==> src/rtl/spi_pkg.sv <==
// Shared constants for the SPI master controller: FSM encoding and mode-bit layout.
package spi_pkg;

    localparam logic [1:0] ST_IDLE  = 2'd0;
    localparam logic [1:0] ST_SETUP = 2'd1;
    localparam logic [1:0] ST_XFER  = 2'd2;
    localparam logic [1:0] ST_HOLD  = 2'd3;

    // Bit positions inside the 2-bit {CPOL,CPHA} mode word
    localparam int CPOL = 1;
    localparam int CPHA = 0;

    localparam logic [1:0] SPI_MODE0 = 2'b00;
    localparam logic [1:0] SPI_MODE1 = 2'b01;
    localparam logic [1:0] SPI_MODE2 = 2'b10;
    localparam logic [1:0] SPI_MODE3 = 2'b11;

endpackage

==> src/rtl/spi_tick_div.sv <==
// Half-period tick generator: pulses tick on the last of every CLK_DIV cycles.
module spi_tick_div #(
    parameter int CLK_DIV = 4
) (
    input  logic clk,
    input  logic rst,
    input  logic clr,
    output logic tick
);

    localparam int            CW   = (CLK_DIV > 1) ? $clog2(CLK_DIV) : 1;
    localparam logic [CW-1:0] LAST = CW'(CLK_DIV - 1);

    logic [CW-1:0] cnt;

    assign tick = (cnt == LAST);

    always_ff @(posedge clk) begin
        if (rst || clr || tick) begin
            cnt <= '0;
        end else begin
            cnt <= cnt + 1'b1;
        end
    end

endmodule

==> src/rtl/spi_master_ctrl.sv <==
// SPI master: one full-duplex WIDTH-bit MSB-first transfer per accepted start,
// any of the four modes, SCK derived from clk by CLK_DIV cycles per half-period.
module spi_master_ctrl
    import spi_pkg::*;
#(
    parameter int WIDTH   = 8,
    parameter int CLK_DIV = 4
) (
    input  logic             clk,
    input  logic             rst,
    input  logic             start,
    input  logic [WIDTH-1:0] tx_data,
    input  logic [1:0]       mode,
    output logic [WIDTH-1:0] rx_data,
    output logic             busy,
    output logic             done,
    output logic             ss,
    output logic             sck,
    output logic             mosi,
    input  logic             miso
);

    localparam int            EW        = $clog2(2 * WIDTH + 1);
    localparam logic [EW-1:0] LAST_EDGE = EW'(2 * WIDTH - 1);

    logic [1:0]       state;
    logic [1:0]       mode_q;
    logic [WIDTH-1:0] tx_sh;
    logic [WIDTH-1:0] rx_sh;
    logic [EW-1:0]    edge_cnt;
    logic             tick;
    logic             leading;
    logic             sample;

    spi_tick_div #(.CLK_DIV(CLK_DIV)) u_div (
        .clk  (clk),
        .rst  (rst),
        .clr  (state == ST_IDLE),
        .tick (tick)
    );

    // edge_cnt holds k-1 for the edge about to happen, so even means leading
    assign leading = ~edge_cnt[0];
    assign sample  = (leading != mode_q[CPHA]);

    always_ff @(posedge clk) begin
        if (rst) begin
            state    <= ST_IDLE;
            mode_q   <= SPI_MODE0;
            tx_sh    <= '0;
            rx_sh    <= '0;
            edge_cnt <= '0;
            rx_data  <= '0;
            busy     <= 1'b0;
            done     <= 1'b0;
            ss       <= 1'b1;
            sck      <= 1'b0;
            mosi     <= 1'b0;
        end else begin
            // NOTE: non-blocking default; the HOLD branch below overrides it for one cycle
            done <= 1'b0;
            case (state)
                ST_IDLE: begin
                    ss   <= 1'b1;
                    busy <= 1'b0;
                    sck  <= mode_q[CPOL];
                    if (start) begin
                        mode_q   <= mode;
                        sck      <= mode[CPOL];
                        ss       <= 1'b0;
                        busy     <= 1'b1;
                        edge_cnt <= '0;
                        state    <= ST_SETUP;
                        if (!mode[CPHA]) begin
                            mosi  <= tx_data[WIDTH-1];
                            tx_sh <= {tx_data[WIDTH-2:0], 1'b0};
                        end else begin
                            tx_sh <= tx_data;
                        end
                    end
                end
                ST_SETUP: begin
                    if (tick) state <= ST_XFER;
                end
                ST_XFER: begin
                    if (tick) begin
                        sck      <= ~sck;
                        edge_cnt <= edge_cnt + 1'b1;
                        if (sample) begin
                            rx_sh <= {rx_sh[WIDTH-2:0], miso};
                        end else if (edge_cnt != LAST_EDGE) begin
                            mosi  <= tx_sh[WIDTH-1];
                            tx_sh <= {tx_sh[WIDTH-2:0], 1'b0};
                        end
                        if (edge_cnt == LAST_EDGE) state <= ST_HOLD;
                    end
                end
                ST_HOLD: begin
                    if (tick) begin
                        state   <= ST_IDLE;
                        ss      <= 1'b1;
                        busy    <= 1'b0;
                        done    <= 1'b1;
                        rx_data <= rx_sh;
                    end
                end
                default: state <= ST_IDLE;
            endcase
        end
    end

endmodule

==> config.mk <==
export PLATFORM = sky130hd
export DESIGN_NAME = spi_master_ctrl
export DESIGN_NICKNAME = d
export VERILOG_FILES = /design/src/rtl/spi_pkg.sv /design/src/rtl/spi_tick_div.sv /design/src/rtl/spi_master_ctrl.sv
export SDC_FILE = /design/constraint.sdc
export NUM_CORES = 1
export LEC_CHECK = 0
export BUFFER_PORTS_ARGS = -buffer_cell sky130_fd_sc_hd__clkbuf_2
export CORE_AREA = 2 2 76 56
export CTS_CLUSTER_DIAMETER = 80
export CTS_CLUSTER_SIZE = 12
export DETAILED_ROUTE_END_ITERATION = 16
export DIE_AREA = 0 0 78 58
export PLACE_DENSITY = 0.72
export SYNTH_ARGS = -nofsm -noshare
export SYNTH_HDL_FRONTEND = slang
export SYNTH_SLANG_ARGS = --single-unit
==> constraint.sdc <==
create_clock -name clk -period 1.5 [get_ports clk]
set_input_delay 0.075 -clock clk [delete_from_list [all_inputs] [get_ports clk]]
set_output_delay 0.075 -clock clk [all_outputs]
set_load 0.01 [all_outputs]
==> results.sh, run 1 <==
export IMPL_grt_use_total=0.189
export IMPL_drv_slew=0
export IMPL_grt_overflow=0
export IMPL_yosys_warnings=0
export IMPL_fin_nets=278
export IMPL_io_buffers=26
export IMPL_antenna_found_initial=0
export IMPL_reg2reg_depth=7
export IMPL_drt_pre_antenna_iters=4
export IMPL_drc_errors=0
export IMPL_cts_clk_slew_worst_paths_ns=0.08
export IMPL_final_cell_mix="38 x dfxtp_1, 30 x nand2_1, 26 x clkbuf_2, 26 x buf_4, 21 x nor2_1"
export IMPL_finalCritPeriodShare=1.09
export IMPL_start_util=0.480
export IMPL_netlist_area_um2=1820
export IMPL_yosysUniqueCellTypes=37
export IMPL_root_buffer="clkbuf_8"
export IMPL_pwr_share_comb=0.431
export IMPL_ctsHoldBuffers=0
export IMPL_drt_wl_total_um=4020
export IMPL_grt_setup_unrepaired="true"
export IMPL_hold_path_depth=3
export IMPL_synth_area_leaders="dfxtp_1 44%, mux2i_1 10%, nand2_1 6.2%, a21oi_1 5.8%, ha_1 4.8%"
export IMPL_syn_to_final_growth_pct=32.2
export IMPL_place_congestion=0.823
export IMPL_grtUsageMet1=0.262
export IMPL_antennaDiodeCount=0
export IMPL_core_um2=3800
export IMPL_synth_nets=228
export IMPL_vias_per_cell=5.19
export IMPL_setup_tns_ns=-0.994
export IMPL_cp_required_ns=1.67
export IMPL_grt_busiest_layer="met2"
export IMPL_r2r_end="state[1]"
export IMPL_hold_start="mode[1]"
export IMPL_slew_headroom=0.721
export IMPL_synth_seq_cells=40
export IMPL_power_switching_mw=1.35
export IMPL_syn_inst=207
export IMPL_powerDensity_nw_per_um2=1630
export IMPL_grtUsageMet2=0.286
export IMPL_clock_skew_ns=0.00434
export IMPL_status="finished, violations left"
export IMPL_critPathArrivalTime_ns=1.81
export IMPL_mostFrequentLayoutCell="dfxtp_1"
export IMPL_layout_min_cycle_time_ns=1.64
export IMPL_yosysSeqAreaShare=0.439
export IMPL_pwr_share_seq=0.343
export IMPL_die_area_um2=4520
export IMPL_clock_fmax_mhz=611
export IMPL_violations="setup timing"
export IMPL_vias=1610
export IMPL_hold_viol_final=0
export IMPL_grt_max_degree=20
export IMPL_p_leak_nw=0.979
export IMPL_met3_usage=0.0701
export IMPL_crit_fanout=2
export IMPL_drt_iter0_markers=83
export IMPL_rows=19
export IMPL_r2r_slack_ns=-0.14
export IMPL_cts_tree="done"
export IMPL_hold_class="in2reg"
export IMPL_path_class="reg2reg"
export IMPL_clk_path_buf_depth=2
export IMPL_clk_latency_ns=0.29
export IMPL_clkPwrFrac=0.226
export IMPL_ant_nets=0
export IMPL_setup_viol_count_final=10
export IMPL_synth_edf_count=0
export IMPL_yosys_area_top_type="dfxtp_1"
export IMPL_min_to="mode_q[1]"
export IMPL_drive_gt1_frac=0.329
export IMPL_critPathLaunch="edge_cnt[0]"
export IMPL_layout_cells_non_filler=310
export IMPL_netlist_area_leader_share=0.439
export IMPL_worstReg2RegStart="edge_cnt[0]"
export IMPL_switching_share=0.343
export IMPL_setup_ws_ns=-0.136
export IMPL_grt_pass1_wl_um=6730
export IMPL_synth_main_ff_cell="dfxtp_1"
export IMPL_cts_sinks=40
export IMPL_io_pins=27
export IMPL_grt_pass1_vias=1479
export IMPL_p_int_mw=2.58
export IMPL_die_y_um=58
export IMPL_setup_worst_path_start_class="flip-flop"
export IMPL_end_kind="flip-flop"
export IMPL_async_reset_ff_frac=0
export IMPL_avgRoutedWirePerCell_um=13.0
export IMPL_numCtsBuffers=5
export IMPL_worst_pin_slew_ns=0.418
export IMPL_irDropWorstVdd_mv=0.809
export IMPL_maxCapViolCount=0
export IMPL_dp_cells=301
export IMPL_post_dp_hpwl_um=2970
export IMPL_syn_avg_cell_area_um2=8.81
export IMPL_cts_max_level=2
export IMPL_chipWidth_um=78
worst max-delay path: stages (launching register included):
cell and delay, ns:
dfxtp_4 0.36, ha_4 0.16, and3_4 0.18, ha_4 0.15, buf_4 0.13, o221ai_1 0.26, mux2i_1 0.23, nor2_1 0.05
worst max path at each step:
stage	to	slack [ns]	cells past startpoint
after floorplan	mosi	-0.04	7
after global placement	tx_sh[5]	-0.11	7
after detailed placement	tx_sh[6]	-0.16	7
after CTS	tx_sh[1]	-0.12	7
after global routing	tx_sh[5]	-0.22	7
final	state[1]	-0.14	7
final cells by class:
class / count / area, um^2
fill: 337 / 1390
multi-input combinational: 150 / 1040
sequential: 40 / 806
timing repair buffer: 54 / 365
clock buffer: 5 / 68.8
tap: 52 / 65.1
clock inverter: 3 / 47.5
inverter: 6 / 22.5
what timing repair did:
item / in CTS / in global routing
pin swaps: 1 / 1
setup endpoints to repair: 17 / 26
setup buffers: 0 / 1
gates resized for setup: 7 / 14
gates cloned: 0 / 0
power groups by stage:
stage	clock network [mW]	registers (mW)	logic, mW
after floorplan	0	1.35	0.907
after CTS	0.920	1.33	1.59
final	0.888	1.35	1.69
after global placement	0	1.35	1.54
after detailed placement	0	1.35	1.56
after global routing	0.964	1.36	1.87
cells in the mapped netlist, drive strengths merged (5+ instances only):
master,instances
dfxtp,40
nand2,30
nor2,22
a21oi,21
mux2i,19
o21ai,11
ha,7
o2111ai,7
buf,6
inv,6
clkbuf,5
nand3,5
state kept, by name, summed over array words and instances, names as in the netlist:
name / flops
rx_data: 8
rx_sh: 8
tx_sh: 8
edge_cnt: 5
mode_q: 2
state: 2
u_div.cnt: 2
busy: 1
done: 1
mosi: 1
sck: 1
ss: 1
stage by stage:
stage | hold WS [ns] | worst slack (ns) | power, mW | util | cell area (um^2)
after detailed placement | 0.338 | -0.159 | 2.91 | 0.588 | 2230
after CTS | 0.0243 | -0.121 | 3.84 | 0.622 | 2370
after global placement | 0.323 | -0.106 | 2.89 | 0.588 | 2230
after global routing | 0.0337 | -0.217 | 4.19 | 0.634 | 2410
final | 0.0368 | -0.136 | 3.93 | 0.634 | 2410
after floorplan | 0.222 | -0.0434 | 2.26 | - | 1870
kinds of logic after synthesis:
| kind of cell | after synthesis | share of synthesized area |
|---|---|---|
| simple gates | 71 | 0.169 |
| compound gates | 49 | 0.174 |
| flops | 40 | 0.439 |
| mux | 20 | 0.110 |
| buf+inv | 17 | 0.0418 |
| fa+ha+maj | 7 | 0.0480 |
| xor+xnor | 3 | 0.0185 |
per-layer routing:
layer  share of wire  wire, um
met1            0.51      2050
met5               0         0
met2            0.44      1770
met3           0.049       197
met4          0.0010         4
Power figures use the tool's default switching activity.
==> run 2: changes to the inputs <==
--- a/config.mk
+++ b/config.mk
@@ -6,12 +6,11 @@
 export NUM_CORES = 1
 export LEC_CHECK = 0
 export BUFFER_PORTS_ARGS = -buffer_cell sky130_fd_sc_hd__clkbuf_2
-export CORE_AREA = 2 2 76 56
+export CORE_AREA = 2 2 95 70
 export CTS_CLUSTER_DIAMETER = 80
 export CTS_CLUSTER_SIZE = 12
 export DETAILED_ROUTE_END_ITERATION = 16
-export DIE_AREA = 0 0 78 58
-export PLACE_DENSITY = 0.72
+export DIE_AREA = 0 0 97 72
 export SYNTH_ARGS = -nofsm -noshare
 export SYNTH_HDL_FRONTEND = slang
 export SYNTH_SLANG_ARGS = --single-unit
==> run 2 against run 1 <==
Compared with the run above: the flow still finishes with violations (setup timing); cell count rose by 9.0%; global-route usage fell by 6.2 points; clock power increased by 1%; die area rose by 54%; routed wire length is 9.5% higher; sequential power about the same; fmax up 0.60%; final area is 4.6% higher; sequential cell count unchanged; utilization fell by 22 points; clock skew decreased by 0.0020 ns; largest power group unchanged; highest routed layer unchanged.
==> results.sh, run 2 (synthesis results as in run 1) <==
export IMPL_setup_viol_count_final=11
export IMPL_drv_slew=0
export IMPL_grt_pass1_wl_um=7220
export IMPL_grt_setup_unrepaired="true"
export IMPL_setup_worst_path_start_class="flip-flop"
export IMPL_fin_nets=280
export IMPL_core_um2=6040
export IMPL_grt_overflow=0
export IMPL_hold_viol_final=0
export IMPL_io_pins=27
export IMPL_antennaDiodeCount=0
export IMPL_powerDensity_nw_per_um2=1640
export IMPL_clock_fmax_mhz=615
export IMPL_numCtsBuffers=5
export IMPL_clock_skew_ns=0.00231
export IMPL_mostFrequentLayoutCell="dfxtp_1"
export IMPL_grt_pass1_vias=1527
export IMPL_drc_errors=0
export IMPL_post_dp_cell_area_um2=2260
export IMPL_worst_pin_slew_ns=0.446
export IMPL_fin_area_um2=2520
export IMPL_io_buffers=26
export IMPL_syn_to_final_growth_pct=38.3
export IMPL_chipWidth_um=97
export IMPL_cts_clk_slew_worst_paths_ns=0.08
export IMPL_drive_gt1_frac=0.362
export IMPL_r2r_slack_ns=-0.13
export IMPL_cp_required_ns=1.72
export IMPL_critPathLaunch="edge_cnt[0]"
export IMPL_drt_wl_total_um=4400
export IMPL_status="finished, violations left"
export IMPL_rows=24
export IMPL_hold_class="in2reg"
export IMPL_ant_nets=0
export IMPL_cts_max_level=2
export IMPL_antenna_found_initial=0
export IMPL_utilization=0.418
export IMPL_path_class="reg2reg"
export IMPL_reg_top3="rx_data x8, rx_sh x8, tx_sh x8"
export IMPL_start_util=0.302
export IMPL_finalCritPeriodShare=1.08
export IMPL_die_area_um2=6980
export IMPL_grt_use_total=0.126
export IMPL_clk_path_buf_depth=2
export IMPL_cts_sinks=40
export IMPL_cts_tree="done"
export IMPL_hold_start="miso"
export IMPL_die_y_um=72
export IMPL_violations="setup timing"
export IMPL_end_kind="flip-flop"
export IMPL_worstReg2RegStart="edge_cnt[0]"
export IMPL_maxCapViolCount=0
export IMPL_irDropWorstVdd_mv=0.875
export IMPL_vias_per_cell=4.71
export IMPL_setup_ws_ns=-0.126
export IMPL_crit_fanout=3
export IMPL_avgRoutedWirePerCell_um=13.0
export IMPL_final_cell_mix="37 x dfxtp_1, 29 x nand2_1, 27 x buf_4, 26 x clkbuf_2, 21 x nor2_1"
export IMPL_clk_latency_ns=0.29
export IMPL_vias=1591
export IMPL_slew_headroom=0.703
export IMPL_critPathArrivalTime_ns=1.85
export IMPL_place_congestion=0.765
export IMPL_root_buffer="clkbuf_8"
export IMPL_drt_iter0_markers=36
export IMPL_p_leak_nw=1.00
export IMPL_grt_max_degree=23
export IMPL_drt_pre_antenna_iters=4
export IMPL_post_dp_hpwl_um=3010
export IMPL_layout_min_cycle_time_ns=1.63
-- run 2: power breakdown --
group | switching (mW) | internal [mW]
sequential | 0.120 | 1.25
clock | 0.399 | 0.501
combinational | 0.954 | 0.905
-- run 2: final timing paths --
| check | end | cells after the start |
|---|---|---|
| min | rx_sh[0] | 3 |
| max | tx_sh[7] | 8 |
| max reg2reg | tx_sh[7] | 8 |
| min reg2reg | u_div.cnt[0] | 1 |
-- run 2: final cells by class --
cell class                 count  area, um^2
fill                         605        3510
clock inverter                 3        47.5
tap                           78        97.6
clock buffer                   5        68.8
multi-input combinational    150        1100
inverter                       6        22.5
sequential                    40         810
timing repair buffer          56         375
-- run 2: stage by stage --
stage | total power [mW] | TNS [ns] | instances | setup WS, ns | hold slack (ns)
after global placement | 2.87 | -1.40 | 328 | -0.234 | 0.320
after floorplan | 2.26 | -0.301 | 207 | -0.0434 | 0.222
after CTS | 3.94 | -0.790 | 338 | -0.0930 | 0.0175
final | 4.13 | -0.906 | 338 | -0.126 | 0.0254
after detailed placement | 2.89 | -1.50 | 328 | -0.177 | 0.334
after global routing | 4.39 | -1.80 | 338 | -0.196 | 0.0284
-- run 2: routing by layer --
layer,wire [um],part of all wire,GRT usage,vias to the layer above
li1,-,-,-,834
met1,2300,0.52,0.174,737
met2,1980,0.45,0.204,18
met3,115,0.026,0.0366,2
met4,7,0.0016,0.0188,0
met5,0,0,0,-
-- run 2: timing repair --
item / 4_1_cts / 5_1_grt
resized for setup: 12 / 18
pin swaps: 7 / 13
endpoints found under the setup margin: 23 / 32
setup buffers: 2 / 0
hold buffers: 0 / 0
-- run 2: critical path, stage by stage, from the launching register on --
cell and delay, ns:
dfxtp_4 0.36, ha_4 0.15, and3_4 0.18, ha_4 0.15
nand2b_4 0.15, o21ai_4 0.19, buf_6 0.14, o2111ai_2 0.09
a21oi_1 0.16
==> run 3: changes to the inputs <==
--- a/config.mk
+++ b/config.mk
@@ -6,11 +6,12 @@
 export NUM_CORES = 1
 export LEC_CHECK = 0
 export BUFFER_PORTS_ARGS = -buffer_cell sky130_fd_sc_hd__clkbuf_2
-export CORE_AREA = 2 2 95 70
+export CORE_AREA = 4 4 97 72
 export CTS_CLUSTER_DIAMETER = 80
 export CTS_CLUSTER_SIZE = 12
 export DETAILED_ROUTE_END_ITERATION = 16
-export DIE_AREA = 0 0 97 72
+export DIE_AREA = 0 0 101 76
+export GPL_TIMING_DRIVEN = 0
 export SYNTH_ARGS = -nofsm -noshare
 export SYNTH_HDL_FRONTEND = slang
 export SYNTH_SLANG_ARGS = --single-unit
==> run 3 against run 2 <==
Compared with the run above: the flow still finishes with violations (setup timing); utilization decreased by 1.4 points; final area is 3.3% lower; critical path depth did not move; count of clock-buffer cells in the layout unchanged; sequential power is essentially flat; largest power group unchanged; highest routed layer unchanged.
==> results.sh, run 3 (synthesis results as in run 1) <==
export IMPL_status="finished, violations left"
export IMPL_setup_ws_ns=-0.119
export IMPL_r2r_slack_ns=-0.12
export IMPL_utilization=0.404
export IMPL_num_fill_cells=617
export IMPL_post_dp_hpwl_um=3030
export IMPL_clk_path_buf_depth=2
export IMPL_drc_errors=0
export IMPL_setup_viol_count_final=10
export IMPL_place_congestion=0.783
export IMPL_violations="setup timing"
export IMPL_mostFrequentLayoutCell="dfxtp_1"
export IMPL_hold_class="in2reg"
export IMPL_io_pins=27
export IMPL_antenna_found_initial=0
export IMPL_antennaDiodeCount=0
export IMPL_setup_worst_path_start_class="flip-flop"
export IMPL_maxCapViolCount=0
export IMPL_worstReg2RegStart="edge_cnt[0]"
export IMPL_critPathLaunch="edge_cnt[0]"
export IMPL_die_area_um2=7680
export IMPL_start_util=0.302
export IMPL_worst_pin_slew_ns=0.572
export IMPL_cts_tree="done"
export IMPL_chipWidth_um=101
export IMPL_io_buffers=25
export IMPL_cts_max_level=2
export IMPL_grt_overflow=0
export IMPL_numCtsBuffers=5
export IMPL_vias_per_cell=4.87
export IMPL_cts_sinks=40
export IMPL_final_cell_mix="36 x dfxtp_1, 27 x nand2_1, 25 x clkbuf_2, 21 x a21oi_1, 21 x nor2_1"
export IMPL_clock_skew_ns=0.00810
export IMPL_rows=24
export IMPL_slew_headroom=0.619
export IMPL_grt_use_total=0.114
export IMPL_clk_latency_ns=0.30
export IMPL_irDropWorstVdd_mv=0.853
export IMPL_p_leak_nw=0.935
export IMPL_place_ws_ns=-0.258
export IMPL_die_y_um=76
export IMPL_critPathArrivalTime_ns=1.85
export IMPL_path_class="reg2reg"
export IMPL_core_um2=6040
export IMPL_root_buffer="clkbuf_8"
export IMPL_powerDensity_nw_per_um2=1640
export IMPL_cp_required_ns=1.73
export IMPL_crit_fanout=4
export IMPL_drv_slew=0
export IMPL_hold_viol_final=0
export IMPL_grt_setup_unrepaired="true"
export IMPL_grt_pass1_wl_um=7140
export IMPL_r2r_end="tx_sh[3]"
export IMPL_layout_min_cycle_time_ns=1.62
export IMPL_end_kind="flip-flop"
export IMPL_drt_pre_antenna_iters=4
export IMPL_clock_fmax_mhz=618
export IMPL_reg2reg_depth=8
export IMPL_ctsHoldBuffers=0
export IMPL_vias=1592
export IMPL_drt_wl_total_um=4460
export IMPL_endpoint="tx_sh[3]"
export IMPL_grt_max_degree=15
export IMPL_cts_clk_slew_worst_paths_ns=0.08
export IMPL_avgRoutedWirePerCell_um=13.6
export IMPL_drive_gt1_frac=0.333
export IMPL_fin_nets=269
export IMPL_reg_top3="rx_data x8, rx_sh x8, tx_sh x8"
export IMPL_grt_pass1_vias=1502
export IMPL_ant_nets=0
export IMPL_finalCritPeriodShare=1.08
export IMPL_drt_iter0_markers=55
export IMPL_syn_to_final_growth_pct=33.7
-- run 3: changes by cell type in the layout (fill, tap and decap cells not counted), moves of 3 or more --
cell,previous run,this run
o2111ai_1,3,7
clkbuf_1,0,4
o2111ai_2,3,0
buf_4,27,10
-- run 3: critical path: stages (launching register included) --
cell and delay [ns]:
dfxtp_4 0.36, ha_4 0.15, and3_4 0.18, ha_4 0.16, nand2b_4 0.15, o21ai_4 0.16
buf_4 0.16, o2111ai_1 0.11, a21oi_1 0.14
-- run 3: stage by stage --
stage               total power [mW]  hold slack [ns]  std cells  TNS [ns]  instance area, um^2
floorplan                       2.26            0.222        207    -0.301                 1870
global placement                2.57            0.317        310     -3.75                 2090
detailed placement              2.58            0.323        310     -3.91                 2090
CTS                             3.79          0.00708        321     -1.35                 2330
global route                    4.27           0.0467        327     -2.08                 2440
finish                          4.01           0.0118        327    -0.859                 2440
-- run 3: area by class of cell --
| type | instances | area, um^2 | share of cell area |
|---|---|---|---|
| multi-input cells | 150 | 1100 | 0.451 |
| flip-flops and latches | 40 | 811 | 0.332 |
| repair buffers | 35 | 204 | 0.0836 |
| well taps | 78 | 97.6 | 0.0400 |
| plain buffers | 10 | 85.1 | 0.0349 |
| clock buffers | 5 | 68.8 | 0.0282 |
| clock inverters | 3 | 46.3 | 0.0190 |
| inverters | 6 | 26.3 | 0.0108 |
-- run 3: where the power goes --
group          internal (mW)  switching (mW)  total [mW]  leakage, nW
sequential              1.25           0.110        1.36        0.327
combinational          0.807           0.932        1.74        0.553
clock                  0.501           0.413       0.915       0.0548
total                   2.56            1.46        4.01        0.935
-- run 3: worst min path at each step --
stage	start	endpoint	depth (start not counted)
CTS	miso	rx_sh[0]	3
global placement	miso	rx_sh[0]	3
floorplan	miso	rx_sh[0]	2
global route	mode[1]	mode_q[1]	3
finish	miso	rx_sh[0]	3
detailed placement	miso	rx_sh[0]	3
-- run 3: routing by layer --
layer / global-route usage / vias to the layer above / routed length (um)
met5: 0 / - / 0
met4: 0.0199 / 0 / 18
met3: 0.0366 / 3 / 217
met2: 0.166 / 28 / 1990
met1: 0.165 / 746 / 2240
li1: - / 815 / -
-- run 3: repair_timing --
action	4_1_cts	5_1_grt
setup buffers	4	6
endpoints found under the setup margin	34	35
gates cloned	0	0
resized for setup	29	19
pin swaps	5	5
